**src/rtl/ext_input_conditioner_pkg.sv**
```systemverilog
// Shared field layout and timing helpers for the external-input conditioner.
// Other timing blocks reuse calc_debounce_cycles so every debounce window is derived the same way.
package ext_input_package;

    localparam int EXT_LEVEL_LSB  = 0;
    localparam int EXT_RISE_LSB   = 8;
    localparam int EXT_FALL_LSB   = 16;
    localparam int EXT_RAW_LSB    = 24;
    localparam int EXT_MAX_INPUTS = 8;

    // Whole-MHz truncation is intentional; never returns less than one cycle.
    function automatic int calc_debounce_cycles(input int clk_hz, input int window_us);
        int cycles;
        cycles = (clk_hz / 1000000) * window_us;
        return (cycles < 1) ? 1 : cycles;
    endfunction

endpackage

```
**src/rtl/ext_input_conditioner_debounce.sv**
```systemverilog
// One input channel: 2-flop synchronizer, saturating debounce counter, debounced level and registered edge pulses.
// Level follows a clean pin change 2+DEBOUNCE_CYCLES clocks after first sampling; no backpressure (free-running).
module ext_debounce_channel #(
    parameter int DEBOUNCE_CYCLES = 4
) (
    input  logic clk_i,
    input  logic reset_i,
    input  logic pin_i,
    output logic sync_o,
    output logic level_o,
    output logic rise_o,
    output logic fall_o
);

    localparam int CNT_W = $clog2(DEBOUNCE_CYCLES + 1);
    localparam logic [CNT_W-1:0] CNT_LAST = CNT_W'(DEBOUNCE_CYCLES - 1);

    logic             sync1_q, sync1_d;
    logic             sync2_q, sync2_d;
    logic [CNT_W-1:0] cnt_q, cnt_d;
    logic             level_q, level_d;
    logic             rise_q, rise_d;
    logic             fall_q, fall_d;

    always_comb begin
        sync1_d = pin_i;
        sync2_d = sync1_q;
        cnt_d   = cnt_q;
        level_d = level_q;
        rise_d  = 1'b0;
        fall_d  = 1'b0;
        // Any sample that agrees with the current level restarts the window, so glitches never accumulate.
        if (sync2_q == level_q) begin
            cnt_d = '0;
        end else if (cnt_q == CNT_LAST) begin
            level_d = sync2_q;
            cnt_d   = '0;
            rise_d  = sync2_q;
            fall_d  = ~sync2_q;
        end else begin
            cnt_d = cnt_q + 1'b1;
        end
    end

    always_ff @(posedge clk_i or negedge reset_i) begin
        if (!reset_i) begin
            sync1_q <= 1'b0;
            sync2_q <= 1'b0;
            cnt_q   <= '0;
            level_q <= 1'b0;
            rise_q  <= 1'b0;
            fall_q  <= 1'b0;
        end else begin
            sync1_q <= sync1_d;
            sync2_q <= sync2_d;
            cnt_q   <= cnt_d;
            level_q <= level_d;
            rise_q  <= rise_d;
            fall_q  <= fall_d;
        end
    end

    assign sync_o  = sync2_q;
    assign level_o = level_q;
    assign rise_o  = rise_q;
    assign fall_o  = fall_q;

endmodule

```
**src/rtl/ext_input_conditioner.sv**
```systemverilog
// Conditions raw board inputs into debounced levels plus firmware-cleared sticky edge flags, packed for the CPU bus.
// Flags appear one clock after the level changes; no backpressure (flags hold until clear_i or reset).
module ext_input_conditioner
    import ext_input_package::*;
#(
    parameter int NUM_INPUTS   = 8,
    parameter int FPGAClkSpeed = 40000000,
    parameter int DEBOUNCE_US  = 1000
) (
    input  logic                  clk_i,
    input  logic                  reset_i,
    input  logic [NUM_INPUTS-1:0] pins_i,
    input  logic [NUM_INPUTS-1:0] clear_i,
    output logic [NUM_INPUTS-1:0] level_o,
    output logic [NUM_INPUTS-1:0] rise_o,
    output logic [NUM_INPUTS-1:0] fall_o,
    output logic                  event_o,
    output logic [31:0]           data_o
);

    localparam int DEBOUNCE_CYCLES = calc_debounce_cycles(FPGAClkSpeed, DEBOUNCE_US);

    logic [NUM_INPUTS-1:0] raw;
    logic [NUM_INPUTS-1:0] level;
    logic [NUM_INPUTS-1:0] rise_pulse;
    logic [NUM_INPUTS-1:0] fall_pulse;
    logic [NUM_INPUTS-1:0] rise_q, rise_d;
    logic [NUM_INPUTS-1:0] fall_q, fall_d;

    for (genvar n = 0; n < NUM_INPUTS; n++) begin : g_chan
        ext_debounce_channel #(
            .DEBOUNCE_CYCLES(DEBOUNCE_CYCLES)
        ) u_chan (
            .clk_i  (clk_i),
            .reset_i(reset_i),
            .pin_i  (pins_i[n]),
            .sync_o (raw[n]),
            .level_o(level[n]),
            .rise_o (rise_pulse[n]),
            .fall_o (fall_pulse[n])
        );
    end

    // Set is OR-ed in after the clear mask so a same-cycle edge is never lost.
    always_comb begin
        rise_d = (rise_q & ~clear_i) | rise_pulse;
        fall_d = (fall_q & ~clear_i) | fall_pulse;
    end

    always_ff @(posedge clk_i or negedge reset_i) begin
        if (!reset_i) begin
            rise_q <= '0;
            fall_q <= '0;
        end else begin
            rise_q <= rise_d;
            fall_q <= fall_d;
        end
    end

    logic [EXT_MAX_INPUTS-1:0] level8, rise8, fall8, raw8;

    always_comb begin
        level8 = '0;
        rise8  = '0;
        fall8  = '0;
        raw8   = '0;
        level8[NUM_INPUTS-1:0] = level;
        rise8[NUM_INPUTS-1:0]  = rise_q;
        fall8[NUM_INPUTS-1:0]  = fall_q;
        raw8[NUM_INPUTS-1:0]   = raw;
        data_o = '0;
        data_o[EXT_LEVEL_LSB +: EXT_MAX_INPUTS] = level8;
        data_o[EXT_RISE_LSB  +: EXT_MAX_INPUTS] = rise8;
        data_o[EXT_FALL_LSB  +: EXT_MAX_INPUTS] = fall8;
        data_o[EXT_RAW_LSB   +: EXT_MAX_INPUTS] = raw8;
    end

    assign level_o = level;
    assign rise_o  = rise_q;
    assign fall_o  = fall_q;
    assign event_o = (|rise_q) | (|fall_q);

endmodule

```
**config.mk**
```make
export PLATFORM = sky130hd
export DESIGN_NAME = ext_input_conditioner
export DESIGN_NICKNAME = d
export VERILOG_FILES = /design/src/rtl/ext_input_conditioner_pkg.sv /design/src/rtl/ext_input_conditioner_debounce.sv /design/src/rtl/ext_input_conditioner.sv
export SDC_FILE = /design/constraint.sdc
export NUM_CORES = 1
export LEC_CHECK = 0
export CAP_MARGIN = 10
export CORE_MARGIN = 4
export CORE_UTILIZATION = 45
export DETAILED_ROUTE_END_ITERATION = 10
export DONT_BUFFER_PORTS = 1
export MAX_ROUTING_LAYER = met4
export SYNTH_ARGS = -nofsm -noshare
export SYNTH_HDL_FRONTEND = slang
export SYNTH_SLANG_ARGS = --single-unit
```
**constraint.sdc**
```tcl
create_clock -name clk_i -period 2 [get_ports clk_i]
set_input_delay 0.4 -clock clk_i [delete_from_list [all_inputs] [get_ports clk_i]]
set_output_delay 0.4 -clock clk_i [all_outputs]
set_load 0.01 [all_outputs]
```
==> results by group, run 1 <==
Run status
  • Outcome: complete, but fails checks
  • Failing checks: hold timing

Drt
  • Avg Vias per Cell: 5.390
  • Final ANT Viol Nets: 0
  • Post-Route WL: 15.99 mm
  • DR iter-0 viols: around 330
  • Via count: 5562
  • M1 wire length: 7.568 mm
  • Avg WL per Cell: roughly 15 um
  • Top metal layer carrying routed signals: met4
  • TritonRoute pass-1 iters: 4
  • # DRC: 0
  • Metal2 WL: 7.567 mm
  • DR WL met3: 698 um

Global route
  • Pin count of the biggest net entering global routing: 185
  • Vias in the first global route: roughly 5700
  • First-pass GRT wire length: between 20 and 30 mm
  • Antenna violations before repair: 0
  • Gr ovfl total: 0
  • GRT Util Overall: 0.1632

Floorplanning
  • Starting density of the core: 0.4647
  • Core area: 0.01827 sq mm
  • Die Area: between 0.02 and 0.025 sq mm
  • Cell Rows: 49
  • Die W: 145.4 um
  • Die Y: approximately 150 um
  • Io pins: 75

Critical path
  • Arrival @ worst endpoint: 2.19 ns
  • CP startpoint kind: flop
  • CP bufs+invs: 0
  • Crit path capture type: flop
  • Req. time, crit path: 2.30 ns
  • Worst path slowest cell: dfrtp_1
  • R2r endpoint: g_chan[5].u_chan.level_o$_DFFE_PN0P_
  • Crit path cell chain: ha_1 > nand4_1 > or2_1 > or2_1 > mux2_1
  • Top cell by count, worst path: or2_1
  • Crit path largest cell delay: about 0.42 ns
  • Family with the most delay on the worst path: simple AND/OR/NAND/NOR gates
  • Reg2Reg Depth: 5
  • Worst Path Max Fanout: 5
  • Worst R2R Setup Slack: 0.11 ns
  • Crit path kind: reg -> reg
  • Worst reg2reg startpoint: g_chan[5].u_chan.cnt_q[0]$_DFF_PN0_

Pwr
  • Power per cell area: 801.5 mW/mm^2
  • Max rail drop VDD: 0.5859 mV
  • Leak: 0.004052 uW

Timing
  • Count of pins over their slew limit: 0
  • Worst Clk Skew: 0.008898 ns
  • Max Fclk: approximately 530 MHz
  • Hold WS: -0.3345 ns
  • Final Hold Violating Endpoints: between 150 and 200
  • Slew @ Worst Pin: roughly 0.48 ns
  • Final period utilization: 0.9442
  • Worst rel slew slack: 0.6771
  • Setup TNS: 0 ns
  • Final setup vio count: 0
  • RSZ-0062 raised after global routing: no
  • Period minus WS final: 1.888 ns

Layout
  • P&R area growth vs syn: 9.477%
  • Fraction of layout cells with a size suffix above 1: 0.1059
  • Filler cells: between 1500 and 2000
  • # nets final: 816
  • Design Area, Final: a little over 0.009 sq mm
  • Antenna cells: 0

CTS
  • Clock Sinks: 184
  • Clk slew on worst S/H paths: around 0.07 ns
  • Clk root buf: clkbuf_16
  • Clk buf depth: 2
  • Clock Latency Late Sink: 0.42 ns
  • Post-CTS Setup Inserts: 0
  • CTS Buf Count: 17
  • H-tree depth: 4
  • CTS tree: built
  • CTS Hold Bufs: 8

Place
  • Dpl hpwl: 11.16 mm
  • Port buffer count: 0
  • Placer Congestion: 0.8422
  • Placed cell area: roughly 0.0086 sq mm

Yosys
  • Synth Instances: approximately 790
  • Synth top area cells: dfrtp_1 54%, xnor2_1 7.5%, nor2_1 4.8%
  • Area leader, netlist: dfrtp_1
  • Sequential area share after synthesis: 0.5424
  • Ys async rst share: 1.000
  • #FFs+latches synth: 184
  • Number of flops mapped to enable cells by yosys: 0
  • Synth top area share: 0.5424
  • Synth warnings: 0
  • Post-synthesis net count: a little over 800
  • Cell variety after synth: between 40 and 50
  • Ys flop type: dfrtp_1
  • Netlist Area Pre-Place: 0.008489 sq mm
  • Syn_area_per_cell: 10.69 sq um

Run
  • Max-cap violation count: 0

Worst hold path
  • Hold Path Class: in -> async
==> registers in the layout, summed over array words and instances, names as in the netlist <==
signal	cells
rise_o	8
g_chan.u_chan.cnt_q	128
fall_o	8
g_chan.u_chan.sync_o	8
g_chan.u_chan.rise_o	8
g_chan.u_chan.sync1_q	8
g_chan.u_chan.fall_o	8
g_chan.u_chan.level_o	8
==> layer usage <==
metal,vias to the layer above,track usage
met1,2771,0.2160
met5,-,-
met4,0,0.04463
met2,84,0.2494
met3,11,0.04547
li1,2696,-
==> synth_stat cells (2+ instances only) <==
| master | instances |
|---|---|
| dfrtp_1 | 184 |
| nor2_1 | 109 |
| xnor2_1 | 73 |
| nand4_1 | 44 |
| xor2_1 | 44 |
| nand3_1 | 43 |
| buf_4 | 40 |
| nor4_1 | 34 |
| nand2_1 | 26 |
| inv_1 | 25 |
| nor3_1 | 22 |
| and3_1 | 18 |
| a21o_1 | 16 |
| nor3b_1 | 16 |
| and2_1 | 11 |
| nor2_2 | 10 |
| and4_1 | 9 |
| buf_2 | 8 |
| ha_1 | 8 |
| mux2_2 | 6 |
| clkbuf_1 | 5 |
| a21oi_1 | 4 |
| nor4b_1 | 4 |
| or2_1 | 4 |
| or3_1 | 4 |
| o31ai_2 | 3 |
| mux2_1 | 2 |
| nand3_2 | 2 |
| nor4bb_1 | 2 |
| o21ai_0 | 2 |
| o21ai_1 | 2 |
==> worst register-to-register path, delay by kind of cell, from the launching register on <==
kind | cells | cell delay, ns
AND/OR/NAND/NOR | 3 | 0.78
flip-flops | 1 | 0.42
multiplexers | 1 | 0.33
adder cells (fa/ha/maj) | 1 | 0.23
==> worst max path at each step <==
stage,startpoint,endpoint,slack [ns],cells past startpoint
2_1_floorplan,g_chan[5].u_chan.cnt_q[0]$_DFF_PN0_,g_chan[5].u_chan.level_o$_DFFE_PN0P_,0.31,5
3_3_place_gp,g_chan[5].u_chan.cnt_q[0]$_DFF_PN0_,g_chan[5].u_chan.level_o$_DFFE_PN0P_,0.21,5
3_5_place_dp,g_chan[5].u_chan.cnt_q[0]$_DFF_PN0_,g_chan[5].u_chan.level_o$_DFFE_PN0P_,0.13,5
4_1_cts,rise_o[2]$_DFF_PN0_,event_o,0.006,2
5_1_grt,g_chan[5].u_chan.cnt_q[0]$_DFF_PN0_,g_chan[5].u_chan.level_o$_DFFE_PN0P_,0.02,5
6_report,g_chan[5].u_chan.cnt_q[0]$_DFF_PN0_,g_chan[5].u_chan.level_o$_DFFE_PN0P_,0.11,5
==> power by group <==
group          internal [uW]  switching (uW)  leakage, uW
clock network           2020            1420     0.000296
logic                   76.7            91.3      0.00125
registers               3780            66.6      0.00251
==> stage by stage <==
stage / hold WS [ns] / worst slack (ns) / std cells / utilization / total power [uW]
floorplan: 0.1044 / 0.3055 / 794 / - / 4024
global placement: 0.1111 / 0.2095 / 992 / 0.4695 / 4060
detailed placement: 0.1113 / 0.1348 / 992 / 0.4695 / 4069
CTS: -0.3542 / 0.005847 / 1032 / 0.5080 / 7562
global route: -0.3667 / 0.02488 / 1032 / 0.5087 / 7748
finish: -0.3345 / 0.1115 / 1032 / 0.5087 / 7449
==> cells by family after synthesis <==
logic type      after synthesis  synth area share
compound gates               31           0.02889
fa+ha+maj                     8           0.01179
simple gates                366            0.2301
flops                       184            0.5424
xor+xnor                    117            0.1207
buf+inv                      80           0.05556
mux                           8           0.01061
==> layout by cell type (no fill, tap or decap), types with 3 or more instances in the layout <==
cell type	n
dfrtp_1	181
nor2_1	109
xnor2_1	73
xor2_1	44
nand4_1	44
nand3_1	43
nor4_1	32
nand2_1	26
inv_1	25
buf_4	24
nor3_1	22
and3_1	18
clkbuf_16	17
a21o_1	16
nor3b_1	16
and2_1	11
nor2_2	10
and4_1	9
ha_1	8
dlygate4sd3_1	8
mux2_2	6
nor4b_1	4
or2_1	4
or3_1	4
a21oi_1	4
inv_6	4
o31ai_2	3
clkinv_4	3
bufinv_16	3
dfrtp_2	3
==> area by class of cell <==
class | count | area [sq um] | share of cell area
Sequential cell | 184 | 4608 | 0.4958
Multi-Input combinational cell | 530 | 3435 | 0.3695
Clock buffer | 20 | 446.7 | 0.04806
Tap cell | 229 | 286.5 | 0.03083
Timing Repair Buffer | 32 | 260.3 | 0.02800
Clock inverter | 12 | 163.9 | 0.01764
Inverter | 25 | 93.84 | 0.01010
==> timing repair <==
item / CTS / global route
gates resized for setup: 2 / 4
endpoints found under the setup margin: 1 / 1
hold endpoints to repair: 192 / 184
gates cloned: 0 / 0
pin swaps: 0 / 1
Power figures use the tool's default switching activity.
==> inputs of run 2 (changes only) <==
--- a/config.mk
+++ b/config.mk
@@ -6,6 +6,7 @@
 export NUM_CORES = 1
 export LEC_CHECK = 0
 export CAP_MARGIN = 10
+export CORE_ASPECT_RATIO = 2
 export CORE_MARGIN = 4
 export CORE_UTILIZATION = 45
 export DETAILED_ROUTE_END_ITERATION = 10
@@ -13,4 +14,5 @@
 export MAX_ROUTING_LAYER = met4
 export SYNTH_ARGS = -nofsm -noshare
 export SYNTH_HDL_FRONTEND = slang
+export SYNTH_HIERARCHICAL = 1
 export SYNTH_SLANG_ARGS = --single-unit
==> results by group, run 2 <==
Run status
  • Outcome: complete, but fails checks (unchanged)
  • Failing checks: hold timing, setup timing (was hold timing)

Timing
  • Worst Clk Skew: 0.006949 ns (was 0.008898 ns)
  • Setup TNS: -16.87 ns (was 0 ns)
  • Period minus WS final: 2.255 ns (was 1.888 ns)
  • Final Hold Violating Endpoints: 184 (unchanged)
  • Slew @ Worst Pin: 0.4315 ns (was 0.4844 ns)
  • Max Fclk: 443.5 MHz (was 529.5 MHz)
  • Count of pins over their slew limit: 0 (unchanged)
  • Worst rel slew slack: 0.7113 (was 0.6771)
  • RSZ-0062 raised after global routing: yes (was no)
  • Final period utilization: 1.128 (was 0.9442)
  • Final setup vio count: 126 (was 0)
  • Hold WS: -0.3358 ns (was -0.3345 ns)
  • Min setup slack post-route: -0.2550 ns (was 0.1115 ns)

Layout
  • Filler cells: 1549 (was 1639)
  • Reg with most FFs: g_chan.u_chan/cnt_q (was g_chan.u_chan.cnt_q)
  • Fraction of layout cells with a size suffix above 1: 0.3068 (was 0.1059)
  • Max FFs per register: 128 (unchanged)
  • Most frequent cells in the layout: 181 x dfrtp_1, 116 x buf_4, 80 x xnor2_1 (was 181 x dfrtp_1, 109 x nor2_1, 73 x xnor2_1)
  • Design Area, Final: 0.01078 sq mm (was 0.009294 sq mm)
  • Antenna cells: 0 (unchanged)
  • Most common cell after layout, fill and taps aside: dfrtp_1 (unchanged)
  • # nets final: 929 (was 816)
  • Post-layout util: 0.5752 (was 0.5087)
  • P&R area growth vs syn: 26.09% (was 9.477%)

Yosys
  • Post-synthesis net count: 823 (was 820)
  • Cell variety after synth: 25 (was 45)
  • Area leader, netlist: dfrtp_1 (unchanged)
  • Post-Synth XOR/XNOR Area: 0.1229 (was 0.1207)
  • Synth top area cells: dfrtp_1 54%, xnor2_1 8.2%, nor2_1 5.3% (was dfrtp_1 54%, xnor2_1 7.5%, nor2_1 4.8%)
  • Sequential area share after synthesis: 0.5385 (was 0.5424)
  • Synth Instances: 797 (was 794)
  • Count leader, synth: dfrtp_1 (unchanged)
  • Compound-Gate Fraction of Synth Area: 0.02941 (was 0.02889)
  • Ys async rst share: 1.000 (unchanged)
  • Syn_area_per_cell: 10.73 sq um (was 10.69 sq um)
  • Simple-gate share of the synthesized area: 0.2354 (was 0.2301)
  • #FFs+latches synth: 184 (unchanged)
  • Synth Area in Adders: 0.01171 (was 0.01179)
  • Number of flops mapped to enable cells by yosys: 0 (unchanged)
  • Synth warnings: 6 (was 0)
  • Synth cell count leaders: 184 x dfrtp_1, 120 x nor2_1, 80 x xnor2_1, 56 x nand3_1, 44 x nor4_1 (was 184 x dfrtp_1, 109 x nor2_1, 73 x xnor2_1, 44 x nand4_1, 44 x xor2_1)
  • Netlist Area Pre-Place: 0.008551 sq mm (was 0.008489 sq mm)
  • Combinational family with the most area after synthesis: simple AND/OR/NAND/NOR gates (unchanged)
  • Mux contribution to synthesized area: 0.01405 (was 0.01061)
  • Synth top area share: 0.5385 (was 0.5424)
  • Ys flop type: dfrtp_1 (unchanged)

Global route
  • Pin count of the biggest net entering global routing: 185 (unchanged)
  • First-pass GRT wire length: 31.06 mm (was 27.90 mm)
  • GRT Util Overall: 0.1840 (was 0.1632)
  • Gr ovfl total: 0 (unchanged)
  • Antenna violations before repair: 0 (unchanged)
  • Vias in the first global route: 6643 (was 5686)

Pwr
  • Max rail drop VDD: 0.5762 mV (was 0.5859 mV)
  • Leak: 0.004689 uW (was 0.004052 uW)
  • Power per cell area: 676.3 mW/mm^2 (was 801.5 mW/mm^2)

Critical path
  • Worst Path Max Fanout: 4 (was 5)
  • Crit path kind: reg -> reg (unchanged)
  • Crit path capture type: flop (unchanged)
  • Req. time, crit path: 2.32 ns (was 2.30 ns)
  • CP startpoint kind: flop (unchanged)
  • Arrival @ worst endpoint: 2.57 ns (was 2.19 ns)

CTS
  • CTS tree: built (unchanged)
  • CTS Hold Bufs: 8 (unchanged)
  • Clk root buf: clkbuf_16 (unchanged)
  • Clk slew on worst S/H paths: 0.07 ns (about the same)
  • Clk buf depth: 2 (unchanged)
  • H-tree depth: 4 (unchanged)
  • Clock Sinks: 184 (unchanged)
  • Clock Latency Late Sink: 0.43 ns (was 0.42 ns)
  • CTS Buf Count: 17 (unchanged)

Floorplanning
  • Core area: 0.01874 sq mm (was 0.01827 sq mm)
  • Io pins: 75 (unchanged)
  • Starting density of the core: 0.4562 (was 0.4647)
  • Die W: 105.5 um (was 145.4 um)
  • Die Y: 202.9 um (was 145.4 um)
  • Cell Rows: 71 (was 49)
  • Die Area: 0.02140 sq mm (was 0.02113 sq mm)

Drt
  • Via count: 6259 (was 5562)
  • Avg WL per Cell: 15.90 um (was 15.50 um)
  • Post-Route WL: 18.62 mm (was 15.99 mm)
  • Final ANT Viol Nets: 0 (unchanged)
  • TritonRoute pass-1 iters: 4 (unchanged)
  • DR iter-0 viols: 277 (was 325)
  • # DRC: 0 (unchanged)
  • Avg Vias per Cell: 5.345 (was 5.390)

Place
  • Placed cell area: 0.009495 sq mm (was 0.008578 sq mm)
  • Dpl hpwl: 12.73 mm (was 11.16 mm)
  • Port buffer count: 0 (unchanged)
  • Placer Congestion: 0.8804 (was 0.8422)

Worst hold path
  • Hold Path Class: in -> async (unchanged)

Run
  • Max-cap violation count: 0 (unchanged)
[run 2: path summary, 6_finish.rpt]
| kind | from | to | slack (ns) | cells after the start |
|---|---|---|---|---|
| max reg2reg | g_chan[2].u_chan/cnt_q[13]$_DFF_PN0_ | g_chan[2].u_chan/level_o$_DFFE_PN0P_ | -0.26 | 4 |
| max in group asynchronous | reset_i | rise_o[1]$_DFF_PN0_ | 1.97 | 0 |
| min reg2reg | g_chan[3].u_chan/sync1_q$_DFF_PN0_ | g_chan[3].u_chan/sync_o$_DFF_PN0_ | 0.35 | 0 |
| min in group clk_i | clear_i[4] | rise_o[4]$_DFF_PN0_ | 0.15 | 2 |
| min | reset_i | g_chan[2].u_chan/cnt_q[3]$_DFF_PN0_ | -0.34 | 0 |
| max | g_chan[2].u_chan/cnt_q[13]$_DFF_PN0_ | g_chan[2].u_chan/level_o$_DFFE_PN0P_ | -0.26 | 4 |
[run 2: cells by family after synthesis]
group	count (synthesis)
AOI/OAI and AO/OA	24
xor gates and xnor gates	120
adders and majority gates	8
buffers and inverters	80
DFF	184
muxes	8
and+or+nand+nor	373
[run 2: final cells by class]
| type | instances | area (sq um) | share of cell area |
|---|---|---|---|
| clock buffers | 19 | 432.9 | 0.04015 |
| clock inverters | 13 | 110.1 | 0.01021 |
| inverters | 24 | 90.09 | 0.008356 |
| multi-input cells | 533 | 4044 | 0.3751 |
| flip-flops and latches | 184 | 4608 | 0.4274 |
| well taps | 255 | 319.1 | 0.02959 |
| repair buffers | 143 | 1177 | 0.1092 |
[run 2: critical path, cell delays in order, from the launching register on]
cell	delay [ns]
dfrtp_1	0.39
or4b_4	0.54
or4_4	0.44
or4_4	0.46
mux2_4	0.31
[run 2: through the flow]
step | power, uW | cells | worst slack [ns]
floorplan | 4021 | 797 | -0.1908
global placement | 4157 | 1118 | -0.2018
detailed placement | 4163 | 1118 | -0.2544
CTS | 7347 | 1170 | -0.2324
global route | 7590 | 1171 | -0.2823
finish | 7292 | 1171 | -0.2550
[run 2: what timing repair did]
action,in CTS,in global routing
buffers inserted,9,3
cloned,3,0
hold endpoints to repair,192,184
pin swaps,11,43
setup endpoints to repair,123,141
gates resized for setup,48,102
[run 2: metal layers]
metal | vias up | global-route usage | routed length, um
li1 | 2955 | - | -
met1 | 3147 | 0.1966 | 7213
met2 | 134 | 0.3231 | 10400
met3 | 23 | 0.04359 | 670
met4 | 0 | 0.07696 | 328
met5 | - | - | 0
[run 2: report_power, final]
group          internal, uW  total (uW)  switching, uW  leakage [uW]
logic                   184         364            181       0.00192
clock network          1620        3110           1480      0.000255
registers              3770        3820           46.7       0.00251
total                  5580        7290           1710       0.00469
